`src/rtl/reduce_pkt_tx_if.sv`:
```
// rtl/reduce_pkt_tx_if.sv - payload-in / packet-out handshake bundle for reduce_pkt_tx
//
// Purpose: groups the compute-side payload stream and the NetFPGA-style
// datapath stream of the reduce ring transmitter.
// Signals:
//   val_data/val_wr/val_rdy       partial-result words from compute logic
//   out_data/out_ctrl/out_wr/out_rdy  64-bit datapath toward the ring
// Modports:
//   master  the transmitter (consumes val_*, drives out_*)
//   slave   the surrounding logic (drives val_*, consumes out_*)
interface reduce_pkt_tx_if #(
  parameter int DATA_WIDTH = 64,
  parameter int CTRL_WIDTH = 8
);
  logic [DATA_WIDTH-1:0] val_data;
  logic                  val_wr;
  logic                  val_rdy;
  logic [DATA_WIDTH-1:0] out_data;
  logic [CTRL_WIDTH-1:0] out_ctrl;
  logic                  out_wr;
  logic                  out_rdy;

  modport master (
    input  val_data, val_wr, out_rdy,
    output val_rdy, out_data, out_ctrl, out_wr
  );

  modport slave (
    output val_data, val_wr, out_rdy,
    input  val_rdy, out_data, out_ctrl, out_wr
  );
endinterface

```
`src/rtl/reduce_pkt_tx.sv`:
```
// rtl/reduce_pkt_tx.sv - reduce ring source: collects partial results, emits one framed packet
//
// Purpose: buffers NUM_WORDS 64-bit partial results, then sends them as one
// packet: module header (ctrl FF), MPI header, payload (last word ctrl 01),
// followed by one idle gap cycle.
// Ports:
//   clk       system clock
//   reset     asynchronous active-low reset
//   bus       reduce_pkt_tx_if.master (val_* in, out_* out)
//   dst_port  one-hot output port, latched on header entry
//   rank, op  node rank and reduce opcode, latched on header entry
//   busy      high whenever not collecting payload
//   seq       sequence number of the next packet
module reduce_pkt_tx #(
  parameter int          DATA_WIDTH = 64,
  parameter int          CTRL_WIDTH = 8,
  parameter int          NUM_WORDS  = 4,
  parameter logic [15:0] MAGIC      = 16'hA5A5
) (
  input  logic                 clk,
  input  logic                 reset,
  reduce_pkt_tx_if.master      bus,
  input  logic [15:0]          dst_port,
  input  logic [7:0]           rank,
  input  logic [7:0]           op,
  output logic                 busy,
  output logic [15:0]          seq
);

  typedef enum logic [2:0] {COLLECT, HDR, MPI, PAY, GAP} state_t;

  localparam logic [3:0]            LAST      = 4'(NUM_WORDS - 1);
  localparam logic [15:0]           LEN_WORDS = 16'(NUM_WORDS + 1);
  localparam logic [15:0]           LEN_BYTES = 16'((NUM_WORDS + 1) * 8);
  localparam logic [15:0]           PAY_WORDS = 16'(NUM_WORDS);
  localparam logic [CTRL_WIDTH-1:0] CTRL_HDR  = CTRL_WIDTH'(8'hFF);
  localparam logic [CTRL_WIDTH-1:0] CTRL_MID  = CTRL_WIDTH'(8'h00);
  localparam logic [CTRL_WIDTH-1:0] CTRL_EOP  = CTRL_WIDTH'(8'h01);

  state_t                state_q, state_d;
  logic [3:0]            cnt_q, cnt_d;
  logic [15:0]           seq_q, seq_d;
  logic [7:0]            rank_q, op_q;
  logic                  hdr_latch;
  logic                  buf_we;
  logic                  word_vld_q, word_vld_d;
  logic [DATA_WIDTH-1:0] data_q, data_d;
  logic [CTRL_WIDTH-1:0] ctrl_q, ctrl_d;
  logic [DATA_WIDTH-1:0] buffer [16];

  // The output register always holds the word that is offered in the current
  // cycle; it is loaded one step ahead, so the header is already on the bus in
  // the first HDR cycle. Gating the strobe with out_rdy keeps out_wr from ever
  // rising while downstream is stalled, without losing the registered data.
  assign bus.out_wr   = word_vld_q & bus.out_rdy;
  assign bus.out_data = data_q;
  assign bus.out_ctrl = ctrl_q;
  assign bus.val_rdy  = (state_q == COLLECT);
  assign busy         = (state_q != COLLECT);
  assign seq          = seq_q;

  always_comb begin
    state_d    = state_q;
    cnt_d      = cnt_q;
    seq_d      = seq_q;
    word_vld_d = word_vld_q;
    data_d     = data_q;
    ctrl_d     = ctrl_q;
    hdr_latch  = 1'b0;
    buf_we     = 1'b0;

    case (state_q)
      COLLECT: begin
        if (bus.val_wr) begin
          buf_we = 1'b1;
          if (cnt_q == LAST) begin
            // Header is built from the live sideband at the same edge that
            // latches rank/op, so the whole packet sees one consistent set.
            state_d    = HDR;
            cnt_d      = 4'd0;
            hdr_latch  = 1'b1;
            word_vld_d = 1'b1;
            data_d     = {dst_port, LEN_WORDS, 16'h0000, LEN_BYTES};
            ctrl_d     = CTRL_HDR;
          end else begin
            cnt_d = cnt_q + 4'd1;
          end
        end
      end

      HDR: begin
        if (bus.out_rdy) begin
          state_d = MPI;
          data_d  = {MAGIC, seq_q, rank_q, op_q, PAY_WORDS};
          ctrl_d  = CTRL_MID;
        end
      end

      MPI: begin
        if (bus.out_rdy) begin
          state_d = PAY;
          cnt_d   = 4'd0;
          data_d  = buffer[0];
          ctrl_d  = (LAST == 4'd0) ? CTRL_EOP : CTRL_MID;
        end
      end

      PAY: begin
        if (bus.out_rdy) begin
          if (cnt_q == LAST) begin
            state_d    = GAP;
            cnt_d      = 4'd0;
            word_vld_d = 1'b0;
            data_d     = '0;
            ctrl_d     = '0;
          end else begin
            cnt_d  = cnt_q + 4'd1;
            data_d = buffer[cnt_q + 4'd1];
            ctrl_d = ((cnt_q + 4'd1) == LAST) ? CTRL_EOP : CTRL_MID;
          end
        end
      end

      GAP: begin
        state_d = COLLECT;
        cnt_d   = 4'd0;
        seq_d   = seq_q + 16'd1;
      end

      default: begin
        state_d    = COLLECT;
        cnt_d      = 4'd0;
        word_vld_d = 1'b0;
      end
    endcase
  end

  always_ff @(posedge clk or negedge reset) begin
    if (!reset) begin
      state_q    <= COLLECT;
      cnt_q      <= 4'd0;
      seq_q      <= 16'd0;
      rank_q     <= 8'd0;
      op_q       <= 8'd0;
      word_vld_q <= 1'b0;
      data_q     <= '0;
      ctrl_q     <= '0;
    end else begin
      state_q    <= state_d;
      cnt_q      <= cnt_d;
      seq_q      <= seq_d;
      word_vld_q <= word_vld_d;
      data_q     <= data_d;
      ctrl_q     <= ctrl_d;
      if (hdr_latch) begin
        rank_q <= rank;
        op_q   <= op;
      end
    end
  end

  // Payload storage needs no reset: a reset returns cnt to 0, so stale
  // entries are always overwritten before they can be sent.
  always_ff @(posedge clk) begin
    if (buf_we) begin
      buffer[cnt_q] <= bus.val_data;
    end
  end

endmodule

```
`src/flat_wrapper.sv`:
```
// flat-port wrapper written by rule: the top's interface ports become plain ports
module reduce_pkt_tx_flat 
#(
  parameter int          DATA_WIDTH = 64,
  parameter int          CTRL_WIDTH = 8,
  parameter int          NUM_WORDS  = 4,
  parameter logic [15:0] MAGIC      = 16'hA5A5
)
  (clk, reset, dst_port, rank, op, busy, seq, bus_val_data, bus_val_wr, bus_out_rdy, bus_val_rdy, bus_out_data, bus_out_ctrl, bus_out_wr);
  reduce_pkt_tx_if #(.DATA_WIDTH(DATA_WIDTH), .CTRL_WIDTH(CTRL_WIDTH)) bus_i ();
  input  logic clk;
  input  logic reset;
  input  logic [15:0] dst_port;
  input  logic [7:0] rank;
  input  logic [7:0] op;
  output logic busy;
  output logic [15:0] seq;
  input wire logic [$bits(bus_i.val_data)-1:0] bus_val_data;
  input wire logic [$bits(bus_i.val_wr)-1:0] bus_val_wr;
  input wire logic [$bits(bus_i.out_rdy)-1:0] bus_out_rdy;
  output wire logic [$bits(bus_i.val_rdy)-1:0] bus_val_rdy;
  output wire logic [$bits(bus_i.out_data)-1:0] bus_out_data;
  output wire logic [$bits(bus_i.out_ctrl)-1:0] bus_out_ctrl;
  output wire logic [$bits(bus_i.out_wr)-1:0] bus_out_wr;
  assign bus_i.val_data = bus_val_data;
  assign bus_i.val_wr = bus_val_wr;
  assign bus_i.out_rdy = bus_out_rdy;
  assign bus_val_rdy = bus_i.val_rdy;
  assign bus_out_data = bus_i.out_data;
  assign bus_out_ctrl = bus_i.out_ctrl;
  assign bus_out_wr = bus_i.out_wr;
  reduce_pkt_tx #(.DATA_WIDTH(DATA_WIDTH), .CTRL_WIDTH(CTRL_WIDTH), .NUM_WORDS(NUM_WORDS), .MAGIC(MAGIC)) u_core (.clk(clk), .reset(reset), .bus(bus_i), .dst_port(dst_port), .rank(rank), .op(op), .busy(busy), .seq(seq));
endmodule
```
`config.mk`:
```
export PLATFORM = sky130hd
export DESIGN_NAME = reduce_pkt_tx_flat
export DESIGN_NICKNAME = d
export VERILOG_FILES = /design/src/rtl/reduce_pkt_tx_if.sv /design/src/rtl/reduce_pkt_tx.sv /design/src/flat_wrapper.sv
export SDC_FILE = /design/constraint.sdc
export NUM_CORES = 1
export LEC_CHECK = 0
export ABC_CLOCK_PERIOD_IN_PS = 7300
export CORE_ASPECT_RATIO = 0.9
export CORE_MARGIN = 2
export CORE_UTILIZATION = 40
export CTS_BUF_LIST = sky130_fd_sc_hd__clkbuf_16
export DETAILED_ROUTE_END_ITERATION = 7
export PLACE_DENSITY_LB_ADDON = 0.3
export SLEW_MARGIN = 15
export SYNTH_ARGS = -nofsm -noshare
export SYNTH_HDL_FRONTEND = slang
export SYNTH_SLANG_ARGS = --single-unit
```
`constraint.sdc`:
```
create_clock -name clk -period 7.3 [get_ports clk]
set_input_delay 1.095 -clock clk [delete_from_list [all_inputs] [get_ports clk]]
set_output_delay 1.095 -clock clk [all_outputs]
set_load 0.005 [all_outputs]
```
==> flow_summary.yaml, run 1 <==
logic_synthesis:
  synth_area_leaders: "edfxtp_1 69%, mux4_2 11%, dfrtp_1 5.9%"
  synth_area_mm2: 0.0446
  syn_area_per_cell_um2: 20.2
  yosysTopAreaCellShare_pct: 68.9
  yosys_warnings: 0
  yosysSeqAreaShare_pct: 74.9
  synth-main-ff-cell: "edfxtp_1"
  ys_ff_latch: 1130
  yosysTopAreaCell: "edfxtp_1"
  synth_edf_count: 1024
  ys_types: 58
  netlist_instances: 2210
  syn_nets: 2316
  ys_async_sr_fraction_pct: 9.38
finish:
  final_cell_mix: "1024 x edfxtp_1, 221 x mux4_2, 189 x clkdlybuf4s50_1, 187 x mux2i_1, 115 x clkbuf_16"
  drive_above_1_share_pct: 20.3
  area_growth_pct: 16.6
  stdcell_count: 3997
  final_area_mm2: 0.0520
  final_common_cell: "edfxtp_1"
  nets: 2529
  nFillCells: 9168
die:
  rows: 116
  die_h_um: 321
  die_area_mm2: 0.114
  io_pins: 191
  core_area_mm2: 0.111
  initial_utilization_pct: 40.2
  die_w_um: 356
global_routing:
  gr-total-overflow: 0
  grt_max_degree: 95
  met3_usage_pct: 4.22
  first_global_vias: 23600
  grt-busiest-layer: "met2"
  track_usage_pct: 19.6
  grt_util_met1_pct: 27.9
  grtUsageMet2_pct: 31.0
  grt_first_pass_wirelength_um: 163000
  grt_antenna_before_repair: 5
timing:
  rsz0062_at_grt: "false"
  layout_min_cycle_time_ns: 4.30
  worst_pin_slew_ns: 1.09
  slew_headroom_pct: 27.5
  finalClockSkew_ns: 0.0281
  setup-violations-final: 0
  timing.final.crit_share_pct: 58.9
  holdWs_ns: 0.342
  final.setup.tns_ns: 0
  finalHoldViolations: 0
  slew_violations: 0
  max_freq_ghz: 0.232
setup_path:
  cp_num_buf_inv: 2
  cp_max_fo: 51
  ff2ff_path_depth: 6
  worst_setup_path_end_kind: "flip-flop"
  path_delay_family: "buffers and inverters"
  critPathMaxStageDelay_ns: 0.96
  cp_slowest_cell: "dfrtp_4"
  cpMostUsedCell: "buf_4"
  critPathKind: "flip-flop to flip-flop"
  worst_ep_arrival_time_ns: 4.88
  start_kind: "flip-flop"
  cp.required_ns: 7.87
  cp-startpoint: "u_core.cnt_q[0]"
  cp.depth: 6
  worstPathCellList: "buf_4, nand3_2, xnor2_4, buf_4, o32ai_1, a211o_1"
  r2r_start: "u_core.cnt_q[0]"
power:
  p_switching_mw: 5.10
  design_power_total_mw: 18.1
  clkPwrFrac_pct: 31.6
  comb_power_share_pct: 26.0
  p_int_mw: 13.0
  peakVddDrop_mv: 0.361
  p_leak_nw: 16.9
  pwr-share-seq_pct: 42.3
  switching_share_pct: 28.2
  p_per_area_mw_per_mm2: 348
min_path:
  hold_class: "input pin to asynchronous set/reset pin"
outcome:
  status: "completed"
route:
  ant_nets: 0
  vias: 23000
  drc: 0
  routed_wl_um: 113000
  viasPerCell: 5.75
  wl_per_cell_um: 28.1
  drt_iter0_drc: 2572
  drtPass1Iterations: 5
clock_network:
  postCtsSetupBuffers: 0
  postCtsHoldBufs: 0
  cts_buffers: 115
  clock_latency_ns: 0.70
  clk_pin_slew_ns: 0.06
  cts_resized: 0
  root_buffer: "clkbuf_16"
  numClockSinks: 1130
  cts_tree: "yes"
  h-tree-depth: 3
  clk_path_buf_depth: 3
placed_design:
  dp.cells: 3781
  dp_hpwl_um: 61500
  placed_area_mm2: 0.0483
  port_buffers: 190
  gp_congestion: 0.782
run:
  drv_cap: 0
==> power groups by stage <==
stage | Sequential, mW | Combinational [mW] | Clock (mW)
2_1_floorplan | 7.60 | 3.32 | 0
3_3_place_gp | 7.79 | 4.67 | 0
3_5_place_dp | 7.80 | 4.74 | 0
4_1_cts | 7.66 | 4.76 | 5.83
5_1_grt | 7.69 | 5.03 | 6.08
6_report | 7.66 | 4.71 | 5.72
==> cells in the mapped netlist, drive strengths merged (2+ instances only) <==
master and number:
o32ai 5, nor3 101, mux2 51, or2 2, a211o 5, o21a 3
mux2i 187, buf 93, inv 11, o21bai 4, ha 6, o21ai 24
nor4 10, nand4 18, nand2b 6, a2111o 42, a22oi 30, edfxtp 1024
clkbuf 55, xnor2 12, o22ai 4, and4 3, o2111ai 8, xor2 7
and2 3, mux4 225, a2111oi 8, a32oi 2, nor2 59, a21oi 12
dfrtp 106, nand3 37, nand2 29, a2bb2oi 2, nor2b 2
==> layout make-up <==
type	instances	area (um^2)	area share, %
Sequential cell	1130	33400	64.2
Multi-Input combinational cell	921	10600	20.4
Clock buffer	115	2880	5.53
Timing Repair Buffer	244	2420	4.65
Tap cell	1475	1850	3.55
Clock inverter	100	797	1.53
Inverter	11	41.3	0.0794
Antenna cell	1	2.50	0.00481
==> stage by stage <==
| step | worst slack [ns] | util, % |
|---|---|---|
| 6_report | 3.00 | 46.9 |
| 4_1_cts | 2.90 | 46.9 |
| 5_1_grt | 2.65 | 46.9 |
| 3_3_place_gp | 2.67 | 43.6 |
| 3_5_place_dp | 2.52 | 43.6 |
| 2_1_floorplan | 0.604 | - |
==> path summary, 6_finish.rpt <==
path	end	slack, ns
setup reg to reg	u_core.bus.out_data[36]	3.00
setup / recovery	u_core.bus.out_data[36]	3.00
min in group clk	u_core.bus.out_data[26]	0.50
hold reg to reg	u_core.bus.out_data[26]	0.50
max in group asynchronous	u_core.cnt_q[0]	5.32
hold / removal	u_core.bus.out_data[13]	0.34
==> sequential cells by signal, summed over array words and instances (netlist names) <==
name,cells
u_core.rank_q,8
u_core.buffer,1024
u_core.seq,16
u_core.bus.out_ctrl,2
u_core.word_vld_q,1
u_core.state_q,3
u_core.op_q,8
u_core.bus.out_data,64
u_core.cnt_q,4
==> metal layers <==
metal / part of all wire (%) / vias up / wire length [um]
met5: 0.045 / - / 51
met4: 1.9 / 8 / 2160
met3: 7.8 / 153 / 8740
met2: 47 / 922 / 53400
met1: 43 / 12300 / 48100
li1: - / 9600 / -
==> kinds of logic (layout without fill, tap and decap cells) <==
logic type / Yosys count / after routing / synth area share, %
flip-flops: 1130 / 1130 / 74.9
multiplexers: 463 / 463 / 16.9
AND/OR/NAND/NOR: 276 / 276 / 3.07
buffers and inverters: 159 / 470 / 1.69
AO/OA/AOI/OAI: 157 / 157 / 2.87
XOR/XNOR: 19 / 19 / 0.432
adder cells (fa/ha/maj): 6 / 6 / 0.168
other: 0 / 1 / 0
Note: power is estimated with default switching activity, not from simulation.
==> inputs of run 2 (changes only) <==
--- a/config.mk
+++ b/config.mk
@@ -5,7 +5,7 @@
 export SDC_FILE = /design/constraint.sdc
 export NUM_CORES = 1
 export LEC_CHECK = 0
-export ABC_CLOCK_PERIOD_IN_PS = 7300
+export ABC_CLOCK_PERIOD_IN_PS = 4000
 export CORE_ASPECT_RATIO = 0.9
 export CORE_MARGIN = 2
 export CORE_UTILIZATION = 40
==> constraint.sdc (replaced) <==
create_clock -name clk -period 4 [get_ports clk]
set_input_delay 0.6 -clock clk [delete_from_list [all_inputs] [get_ports clk]]
set_output_delay 0.6 -clock clk [all_outputs]
set_load 0.005 [all_outputs]
==> run 2 against run 1 <==
Effect of this change: global-route usage barely moved; critical path depth fell by 1; critical path type is now flip-flop to output pin; sequential power rose by 81%; final cell count rose by 0.53%; critical endpoint is now bus_val_rdy.
==> flow_summary.yaml, run 2 (synthesis results as in run 1) <==
outcome:
  status: "completed"
setup_path:
  worst_ep_arrival_time_ns: 2.72
  worstPathCellList: "nor2_1, buf_4, nand2_1, inv_1, clkdlybuf4s50_1"
  cp_num_buf_inv: 3
  worst-r2r-setup-slack_ns: 0.92
  cp_max_fo: 15
  worst_setup_path_end_kind: "output pin"
  cp_slowest_cell: "dfrtp_1"
  ff2ff_path_depth: 6
  cp.required_ns: 3.40
  r2r_start: "u_core.cnt_q[1]"
  critPathKind: "flip-flop to output pin"
  path_delay_family: "buffers and inverters"
  start_kind: "flip-flop"
  r2r_end: "u_core.bus.out_data[26]"
  critPathMaxStageDelay_ns: 0.58
power:
  p_per_area_mw_per_mm2: 633
  design_power_total_mw: 33.2
  peakVddDrop_mv: 0.648
  p_leak_nw: 17.0
clock_network:
  postCtsHoldBufs: 0
  clock_latency_ns: 0.70
  numClockSinks: 1130
  h-tree-depth: 3
  root_buffer: "clkbuf_16"
  cts_buffers: 112
  postCtsSetupBuffers: 0
  cts_resized: 0
  clk_path_buf_depth: 3
  clk_pin_slew_ns: 0.06
  cts_tree: "yes"
run:
  drv_cap: 0
route:
  viasPerCell: 5.73
  routed_wl_um: 112000
  wl_per_cell_um: 27.9
  drt_iter0_drc: 2594
  drtPass1Iterations: 5
  drc: 0
  ant_nets: 0
  vias: 23000
die:
  core_area_mm2: 0.111
  die_w_um: 356
  initial_utilization_pct: 40.2
  rows: 116
  die_h_um: 321
  die_area_mm2: 0.114
  io_pins: 191
finish:
  multiInputGateArea_mm2: 0.0106
  final_common_cell: "edfxtp_1"
  final_cell_mix: "1024 x edfxtp_1, 221 x mux4_2, 189 x clkdlybuf4s50_1, 187 x mux2i_1, 113 x clkbuf_16"
  seq_area_mm2: 0.0334
  top_register: "u_core.buffer"
  nets: 2547
  drive_above_1_share_pct: 20.8
  nFillCells: 9144
  final_area_mm2: 0.0525
  finish.utilization_pct: 47.3
  area_growth_pct: 17.6
  largest_reg_flops: 1024
placed_design:
  port_buffers: 190
  gp_congestion: 0.780
  placed_area_mm2: 0.0487
  dp_hpwl_um: 64200
timing:
  slew_violations: 0
  holdWs_ns: 0.0313
  rsz0062_at_grt: "false"
  finalHoldViolations: 0
  final.setup.tns_ns: 0
  slew_headroom_pct: 31.8
  max_freq_ghz: 0.301
  layout_min_cycle_time_ns: 3.32
  timing.final.crit_share_pct: 83.0
  setup-violations-final: 0
  worst_pin_slew_ns: 1.02
  finalClockSkew_ns: 0.0296
min_path:
  hold_class: "input pin to asynchronous set/reset pin"
global_routing:
  grt_max_degree: 95
  first_global_vias: 24100
  grt_antenna_before_repair: 5
  track_usage_pct: 19.5
  grt_first_pass_wirelength_um: 164000
  gr-total-overflow: 0
-- run 2: area by class of cell --
cell class	instances	area share [%]
diodes	2	0.00954
clock buffers	113	5.39
clock inverters	101	1.67
inverters	11	0.0787
multi-input cells	921	20.3
flip-flops and latches	1130	63.7
well taps	1475	3.52
repair buffers	265	5.35
-- run 2: worst max-delay path by stage --
stage,from,end,slack (ns),cells past startpoint
4_1_cts,u_core.state_q[0],bus_val_rdy,0.66,5
3_3_place_gp,bus_out_rdy,u_core.bus.out_data[16],0.93,6
3_5_place_dp,bus_val_wr,u_core.buffer[12][1],0.88,6
5_1_grt,u_core.state_q[0],bus_val_rdy,0.54,5
2_1_floorplan,u_core.cnt_q[0],u_core.buffer[10][0],-0.60,7
6_report,u_core.state_q[0],bus_val_rdy,0.68,5
-- run 2: power by group --
group          switching [mW]  internal [mW]
combinational            4.43           4.42
clock                    4.38           6.09
sequential              0.487           13.4
total                    9.30           23.9
-- run 2: layer usage --
metal,track usage (%),vias to the layer above,share of wire [%]
met3,3.75,164,7.2
met4,5.73,4,2.1
li1,-,9620,-
met5,0,-,0.024
met2,31.1,869,48
met1,27.4,12400,43
-- run 2: metrics by stage --
stage | cells | worst slack (ns)
3_5_place_dp | 3802 | 0.877
6_report | 4018 | 0.681
4_1_cts | 4016 | 0.659
5_1_grt | 4018 | 0.538
3_3_place_gp | 3802 | 0.927
2_1_floorplan | 2210 | -0.601
